## config.mk

```make
export PLATFORM = sky130hd
export DESIGN_NAME = ppu_oam_regs_flat
export DESIGN_NICKNAME = d
export VERILOG_FILES = /design/src/rtl/ppu_oam_regs_if.sv /design/src/rtl/ppu_oam_regs.sv /design/src/flat_wrapper.sv
export SDC_FILE = /design/constraint.sdc
export NUM_CORES = 2
export LEC_CHECK = 0
export ABC_AREA = 1
export CAP_MARGIN = 20
export CORE_MARGIN = 10
export CORE_UTILIZATION = 30
export CTS_CLUSTER_SIZE = 8
export DETAILED_ROUTE_END_ITERATION = 7
export MAX_ROUTING_LAYER = met4
export PLACE_DENSITY = 0.44
export SYNTH_ARGS = -nofsm -noshare
export SYNTH_HDL_FRONTEND = slang
export SYNTH_SLANG_ARGS = --single-unit
```

## constraint.sdc

```tcl
create_clock -name i_clk -period 5.25 [get_ports i_clk]
set_input_delay 1.575 -clock i_clk [delete_from_list [all_inputs] [get_ports i_clk]]
set_output_delay 1.575 -clock i_clk [all_outputs]
set_load 0.03 [all_outputs]
```

## src/rtl/ppu_oam_regs_if.sv

```systemverilog
// CPU/DMA register bus plus sprite-evaluation read port for the OAM block.
// The master drives requests and the slave (ppu_oam_regs) returns registered read data.
interface ppu_oam_regs_if;
  logic        i_bus_cs;
  logic [15:0] i_bus_addr;
  logic        i_bus_wn;
  logic [7:0]  i_bus_wdata;
  logic [7:0]  o_bus_rdata;
  logic        o_bus_rvld;
  logic        i_ev_rd;
  logic [7:0]  i_ev_addr;
  logic [7:0]  o_ev_rdata;
  logic        o_ev_vld;

  modport master (
    output i_bus_cs, i_bus_addr, i_bus_wn, i_bus_wdata, i_ev_rd, i_ev_addr,
    input  o_bus_rdata, o_bus_rvld, o_ev_rdata, o_ev_vld
  );

  modport slave (
    input  i_bus_cs, i_bus_addr, i_bus_wn, i_bus_wdata, i_ev_rd, i_ev_addr,
    output o_bus_rdata, o_bus_rvld, o_ev_rdata, o_ev_vld
  );
endinterface

```

## src/rtl/ppu_oam_regs.sv

```systemverilog
// OAMADDR/OAMDATA register decode and the 256x8 sprite attribute RAM.
// Reads return one cycle later; no backpressure, colliding bus writes are dropped.
module ppu_oam_regs (
  input  logic          i_clk,
  input  logic          i_rst,
  input  logic          i_render,
  input  logic          i_oamaddr_clr,
  ppu_oam_regs_if.slave bus
);

  logic [7:0] oam [256];
  logic [7:0] oamaddr;

  logic       reg_hit;
  logic       oamaddr_wr;
  logic       oamdata_wr;
  logic       oamdata_rd;
  logic       ram_wr;
  logic [7:0] rd_addr;
  logic [7:0] rd_byte;
  logic       unused_addr_bits;

  // PPU registers are mirrored every 8 bytes across $2000-$3FFF.
  assign reg_hit    = bus.i_bus_cs && (bus.i_bus_addr[15:13] == 3'b001);
  assign oamaddr_wr = reg_hit && (bus.i_bus_addr[2:0] == 3'd3) && !bus.i_bus_wn;
  assign oamdata_wr = reg_hit && (bus.i_bus_addr[2:0] == 3'd4) && !bus.i_bus_wn;
  assign oamdata_rd = reg_hit && (bus.i_bus_addr[2:0] == 3'd4) &&  bus.i_bus_wn;

  // Evaluation owns the single RAM port; a bus write in the same cycle is lost.
  assign ram_wr  = oamdata_wr && !i_render && !bus.i_ev_rd;
  assign rd_addr = bus.i_ev_rd ? bus.i_ev_addr : oamaddr;

  // Attribute bytes have no storage behind bits 4:2.
  assign rd_byte = (rd_addr[1:0] == 2'd2) ? (oam[rd_addr] & 8'hE3) : oam[rd_addr];

  assign unused_addr_bits = ^bus.i_bus_addr[12:3];

  always_ff @(posedge i_clk) begin
    if (ram_wr) begin
      oam[oamaddr] <= bus.i_bus_wdata;
    end
  end

  always_ff @(posedge i_clk or posedge i_rst) begin
    if (i_rst) begin
      oamaddr         <= 8'h00;
      bus.o_bus_rdata <= 8'h00;
      bus.o_bus_rvld  <= 1'b0;
      bus.o_ev_rdata  <= 8'h00;
      bus.o_ev_vld    <= 1'b0;
    end else begin
      bus.o_bus_rvld <= oamdata_rd;
      bus.o_ev_vld   <= bus.i_ev_rd;
      if (oamdata_rd) begin
        bus.o_bus_rdata <= rd_byte;
      end
      if (bus.i_ev_rd) begin
        bus.o_ev_rdata <= rd_byte;
      end
      if (i_oamaddr_clr) begin
        oamaddr <= 8'h00;
      end else if (oamaddr_wr) begin
        oamaddr <= bus.i_bus_wdata;
      end else if (ram_wr) begin
        oamaddr <= oamaddr + 8'd1;
      end
    end
  end

endmodule
```

## src/flat_wrapper.sv

```systemverilog
// flat-port wrapper written by rule: the top's interface ports become plain ports
module ppu_oam_regs_flat 
  (i_clk, i_rst, i_render, i_oamaddr_clr, bus_i_bus_cs, bus_i_bus_addr, bus_i_bus_wn, bus_i_bus_wdata, bus_i_ev_rd, bus_i_ev_addr, bus_o_bus_rdata, bus_o_bus_rvld, bus_o_ev_rdata, bus_o_ev_vld);
  ppu_oam_regs_if bus_i ();
  input  logic i_clk;
  input  logic i_rst;
  input  logic i_render;
  input  logic i_oamaddr_clr;
  input wire logic [$bits(bus_i.i_bus_cs)-1:0] bus_i_bus_cs;
  input wire logic [$bits(bus_i.i_bus_addr)-1:0] bus_i_bus_addr;
  input wire logic [$bits(bus_i.i_bus_wn)-1:0] bus_i_bus_wn;
  input wire logic [$bits(bus_i.i_bus_wdata)-1:0] bus_i_bus_wdata;
  input wire logic [$bits(bus_i.i_ev_rd)-1:0] bus_i_ev_rd;
  input wire logic [$bits(bus_i.i_ev_addr)-1:0] bus_i_ev_addr;
  output wire logic [$bits(bus_i.o_bus_rdata)-1:0] bus_o_bus_rdata;
  output wire logic [$bits(bus_i.o_bus_rvld)-1:0] bus_o_bus_rvld;
  output wire logic [$bits(bus_i.o_ev_rdata)-1:0] bus_o_ev_rdata;
  output wire logic [$bits(bus_i.o_ev_vld)-1:0] bus_o_ev_vld;
  assign bus_i.i_bus_cs = bus_i_bus_cs;
  assign bus_i.i_bus_addr = bus_i_bus_addr;
  assign bus_i.i_bus_wn = bus_i_bus_wn;
  assign bus_i.i_bus_wdata = bus_i_bus_wdata;
  assign bus_i.i_ev_rd = bus_i_ev_rd;
  assign bus_i.i_ev_addr = bus_i_ev_addr;
  assign bus_o_bus_rdata = bus_i.o_bus_rdata;
  assign bus_o_bus_rvld = bus_i.o_bus_rvld;
  assign bus_o_ev_rdata = bus_i.o_ev_rdata;
  assign bus_o_ev_vld = bus_i.o_ev_vld;
  ppu_oam_regs u_core (.i_clk(i_clk), .i_rst(i_rst), .i_render(i_render), .i_oamaddr_clr(i_oamaddr_clr), .bus(bus_i));
endmodule
```

# Yosys cells after proc, flatten, opt, wreduce, memory -nomap -nowiden
# Memory sizes are Yosys's and may differ from the RTL's.
# Cells that the tools add are included.
[totals] elab_cells=30 mem_bits_rw=2048 inputBits=39 regBits=26 memories=1 out_inout_bits=18
[op_classes] reduce_logical=12 n_eq_ne=4 add_sub_neg=1 mux=7
[mem_list] memory="u_core.oam" words=256 width=8 read_ports=1 rd_clocked_by_memory_dff=0 wr=1 line_no="ppu_oam_regs.sv:11" text="logic [7:0] oam [256];"
[op_table] op="8-bit two-way mux" n=4
[op_table] op="8-bit by 1-bit adder with 8-bit output, second input constant" n=1
[op_table] op="1-bit logical AND" n=8
[op_table] op="5-bit two-way mux" n=1
[op_table] op="3-bit by 1-bit equality test with 1-bit output, second input constant" n=1
[op_table] op="3-bit by 2-bit equality test with 1-bit output, second input constant" n=1
[op_table] op="3-bit equality test, second input constant" n=1
[op_table] op="1-bit zero test" n=3
[op_table] op="3-bit nonzero test" n=1
[op_table] op="2-bit equality test, second input constant" n=1
[op_table] op="1-bit two-way mux" n=2

# Logic depth before layout (Yosys ltp)
[depth] depth_word=9 depth_mapped=19 ltp_nobuf=15

# Worst setup path after synthesis
# No wires, ideal clock.
[synth_path] kind="input-to-reg" from="input port bus_i_bus_addr[14]" to="memory u_core.oam[230][0] (enable)" path_slack_ns=1.562 setup_ns=0.370 required_time_ns=4.880 cell_stages=10 arrival_ns=3.318 path_cell_list="nor3_1 -> inv_1 -> nor4_1 -> nand2_1 -> nor2_1 -> nand2_1 -> inv_1 -> nand3_1 -> buf_2 -> nor2_1"
[synth_via] elab_chain_len=8
[synth_lines] item="start: declaration" line_no="flat_wrapper.sv:10" text="input wire logic [$bits(bus_i.i_bus_addr)-1:0] bus_i_bus_addr;"
[synth_lines] item="3-bit by 1-bit equality test with 1-bit output" line_no="ppu_oam_regs.sv:24" text="assign reg_hit = bus.i_bus_cs && (bus.i_bus_addr[15:13] == 3'b001);"
[synth_lines] item="1-bit logical AND" line_no="ppu_oam_regs.sv:24"
[synth_lines] item="1-bit logical AND (2 in a row)" line_no="ppu_oam_regs.sv:26" text="assign oamdata_wr = reg_hit && (bus.i_bus_addr[2:0] == 3'd4) && !bus.i_bus_wn;"
[synth_lines] item="1-bit logical AND (2 in a row)" line_no="ppu_oam_regs.sv:30" text="assign ram_wr = oamdata_wr && !i_render && !bus.i_ev_rd;"
[synth_lines] item="1-bit two-way mux" line_no="ppu_oam_regs.sv:39" text="if (ram_wr) begin"
[synth_lines] item="1-bit two-way mux (not written as such)" line_no="ppu_oam_regs.sv:40" text="oam[oamaddr] <= bus.i_bus_wdata;"
[synth_lines] item="end: declaration" line_no="ppu_oam_regs.sv:11"
# Every way passes these cells.

# Worst setup path in the final report
[layout_path] from="input port bus_i_ev_addr[0]" to="register u_core.bus.o_bus_rdata[5]"
[layout_via] elab_chain_len=2
[layout_lines] item="start: declaration" line_no="flat_wrapper.sv:14" text="input wire logic [$bits(bus_i.i_ev_addr)-1:0] bus_i_ev_addr;"
[layout_lines] item="8-bit two-way mux" line_no="ppu_oam_regs.sv:31" text="assign rd_addr = bus.i_ev_rd ? bus.i_ev_addr : oamaddr;"
[layout_lines] item="memory 256 x 8 bit"
[layout_lines] item="end signal: assignment" line_no="ppu_oam_regs.sv:55" text="bus.o_bus_rdata <= rd_byte;"
[layout_lines] item="end: declaration" line_no="ppu_oam_regs_if.sv:22" text="output o_bus_rdata, o_bus_rvld, o_ev_rdata, o_ev_vld"
# Every way passes these cells.
# A chain may end at the register's enable or synchronous reset.

==> impl_results.md <==
* Hold slack at 490 ps
* Slew Viols, Final at 0
* Routed via count at 56,361
* Die area at between 300,000 and 400,000 um^2
* Post-CTS Resized at 0
* Hold Path Depth at 2
* Post-route ant nets at 0
* First-pass GRT wire length at roughly 400,000 um
* Fin cells at 11,632
* Worst R2R Setup Slack at between 1500 and 2000 ps
* Routed WL at 267,000 um
* CP Data Required Time at between 5000 and 6000 ps
* Core ar. at 288,000 um^2
* Seq/Total Area, Yosys at 71.7%
* Final Skew at roughly 37 ps
* Logic pwr share at 10.1%
* Hold endpoint: u_core.bus.o_bus_rdata[4]
* Worst-Skew Late Latency at 840 ps
* Utilization after layout at 35.7%
* Worst R2R End: u_core.bus.o_bus_rdata[3]
* Synth top cells by count: 2,048 x edfxtp_1, 1,720 x nand2_1, 1,304 x nand3_1, 699 x inv_1, 421 x o211ai_1
* Fmax at approximately 240 MHz
* # hold bufs at CTS at 0
* Top cells by area, synth: edfxtp_1 71%, nand3_1 7.5%, nand2_1 7.4%, o211ai_1 3.6%, inv_1 3.0%
* Pre-antenna DRT Iters at 5
* Critical path class: primary input to flip-flop
* Sequential power share at 46.1%
* FP Rows at roughly 200
* PD cells at 386 nW/um^2
* R2R depth at 13
* Highest Signal Layer: met4
* Most common cell in the netlist: edfxtp_1
* Share of cells above drive strength 1 at between 10% and 20%
* RR Startpoint: u_core.oamaddr[2]
* Status: completed
* M1 WL at around 120,000 um
* Leak pwr at 37.3 nW
* Leading area contributor after synthesis: edfxtp_1
* GPL Wtd Cong at 0.799
* Total CTS buffers at 302
* Syn_nets at 7,474
* Hold Crit Start: u_core.bus.o_bus_rdata[4]
* Fin crit share at between 80% and 90%
* WL/cell at 23.0 um
* Worst slew margin at 28.9%
* Sw Pwr at about 0.0097 W
* CTS tree: built
* FF+latch count, synth at 2,074
* Post-Synthesis Cells at 7,431
* Post-CTS Setup Bufs at 0
* Worst Tran Pin Value at 1060 ps
* Clk root buf: clkbuf_16
* Final Worst Setup Slack at 1010 ps
* Unrepaired setup endpoints after global routing: false
* Initial Utilization at 30.1%
* Netlist cell types at 33
* Final Hold Fails at 0
* Total congestion overflow at 0
* Htree depth at 5
* Clock Path Buffers at 4
* Int Power at 0.0299 W
* Worst IR Drop VDD at 252 uV
* Ports at 57
* Synthesis Warnings at 0
* Sw frac at 24.5%
* Async SR Flop Fraction at 1.25%
* Final min period at 4240 ps
* Largest net degree at the start of global routing at 103
* Die Width at roughly 560 um
* Number of global-route vias before repair at 55,131
* Tot GR Track Use at 17.3%
* Crit start category: primary input
* Hold Crit Class: flip-flop to flip-flop
* Sink Count at 2,074
* Die Ht at between 500 and 600 um
* Arr. time, crit path at 4950 ps
* Number of placed instances, taps included at between 10,000 and 15,000
* Routed wl met2 at 129,000 um
* Syn_area_per_cell at 11.7 um^2
* Final HPWL from detailed placement at 157,000 um
* Initial DRC count at roughly 4,800
* Met3 WL at 13,200 um
* Power share of the clock group at 43.7%
* Final setup violation count at 0
* Clock Pin Slew Worst Setup and Hold Paths at 50 ps
* Vias per inst at 4.85
* Nets at 7,834
* Dpl ws at roughly 150 ps
* Initial antenna violation count at 5
* Post-synth top flop: edfxtp_1
* CP max FO at 64
* CP endpoint kind: flip-flop
* # DRC at 0
* Area Overhead vs Synth at 18.3%
* Mapped Area at 86,700 um^2
* Post-route setup TNS at 0 ps
* Synth top area share at 70.9%
* Post-synth EDFFs at 2,048
* PortBufs at 46
* Max cap viols at 0
metal layers:
metal	vias to the layer above	global-route usage (%)
met3	376	2.28
met2	1358	28.1
met5	-	-
met1	27962	22.9
li1	26665	-
met4	0	4.50
kinds of logic (layout without fill, tap and decap cells):
group / after synthesis / after routing / synth area share [%]
AOI/OAI and AO/OA: 721 / 721 / 5.39
xor gates and xnor gates: 5 / 5 / 0.0505
adders and majority gates: 4 / 4 / 0.0577
buffers and inverters: 1190 / 1607 / 5.98
DFF: 2074 / 2074 / 71.7
other: 0 / 3 / 0
and+or+nand+nor: 3437 / 3437 / 16.9
critical path, cell delays in order:
cell and delay, ps:
clkdlybuf4s50_1 650, nand2_2 180, nand2_8 300, buf_4 310, buf_4 570, nand2_1 120, o211ai_1 190, nand3_1 140
nand3_1 100, nand2_1 60, nand2_1 60, nand3_1 150, nand3_1 110, nand3_1 150, nand3_1 150, nand2_1 70
power by group through the flow:
| stage | clock network, W | registers, W | logic, W |
|---|---|---|---|
| after global routing | 0.0184 | 0.0183 | 0.00439 |
| after CTS | 0.0178 | 0.0183 | 0.00409 |
| after global placement | 0 | 0.0186 | 0.00407 |
| final | 0.0173 | 0.0183 | 0.00402 |
| after floorplan | 0 | 0.0186 | 0.00215 |
| after detailed placement | 0 | 0.0186 | 0.00408 |
placed cells by master (no fill, tap or decap), types with 5 or more instances in the layout:
master	instances
a21oi_1	51
buf_12	96
buf_4	398
buf_8	9
clkbuf_1	36
clkbuf_16	310
clkdlybuf4s50_1	37
dfrtp_1	26
edfxtp_1	2048
inv_1	698
inv_6	8
nand2_1	1711
nand2_2	6
nand2_4	5
nand3_1	1296
nand3_4	6
nand3b_1	6
nand4_1	10
nor2_1	384
o211ai_1	421
o21ai_0	198
o21ai_1	41
o21ai_4	5
worst max path at each step:
stage | from | endpoint | slack, ps | cells after the start
after floorplan | bus_i_bus_addr[14] | u_core.oam[230][0] | 1560 | 10
after global placement | bus_i_ev_addr[0] | u_core.bus.o_bus_rdata[5] | 130 | 16
after detailed placement | bus_i_ev_addr[0] | u_core.bus.o_bus_rdata[5] | 150 | 16
after CTS | bus_i_ev_addr[0] | u_core.bus.o_bus_rdata[5] | 1040 | 16
after global routing | bus_i_ev_addr[0] | u_core.bus.o_ev_rdata[0] | 860 | 16
final | bus_i_ev_addr[0] | u_core.bus.o_bus_rdata[5] | 1010 | 16
sequential cells by signal, indices dropped and copies added, names as in the netlist:
| name | flops |
|---|---|
| u_core.oamaddr | 8 |
| u_core.oam | 2048 |
| u_core.bus.o_ev_rdata | 8 |
| u_core.bus.o_ev_vld | 1 |
| u_core.bus.o_bus_rdata | 8 |
| u_core.bus.o_bus_rvld | 1 |
cell type report:
type                       instances  area [um^2]
inverter                         705         2660
clock inverter                    15          193
fill                           28158       185000
sequential                      2074        62100
antenna                            3         7.51
multi-input combinational       4167        19600
timing repair buffer             541         5420
tap                             3781         4730
clock buffer                     346         7890
stage by stage:
step,total power [W],cell area (um^2)
final,0.0396,103000
after global placement,0.0227,94500
after CTS,0.0401,103000
after global routing,0.0411,103000
after floorplan,0.0208,86700
after detailed placement,0.0227,94500
No activity file was read; power rests on OpenSTA's default activity.
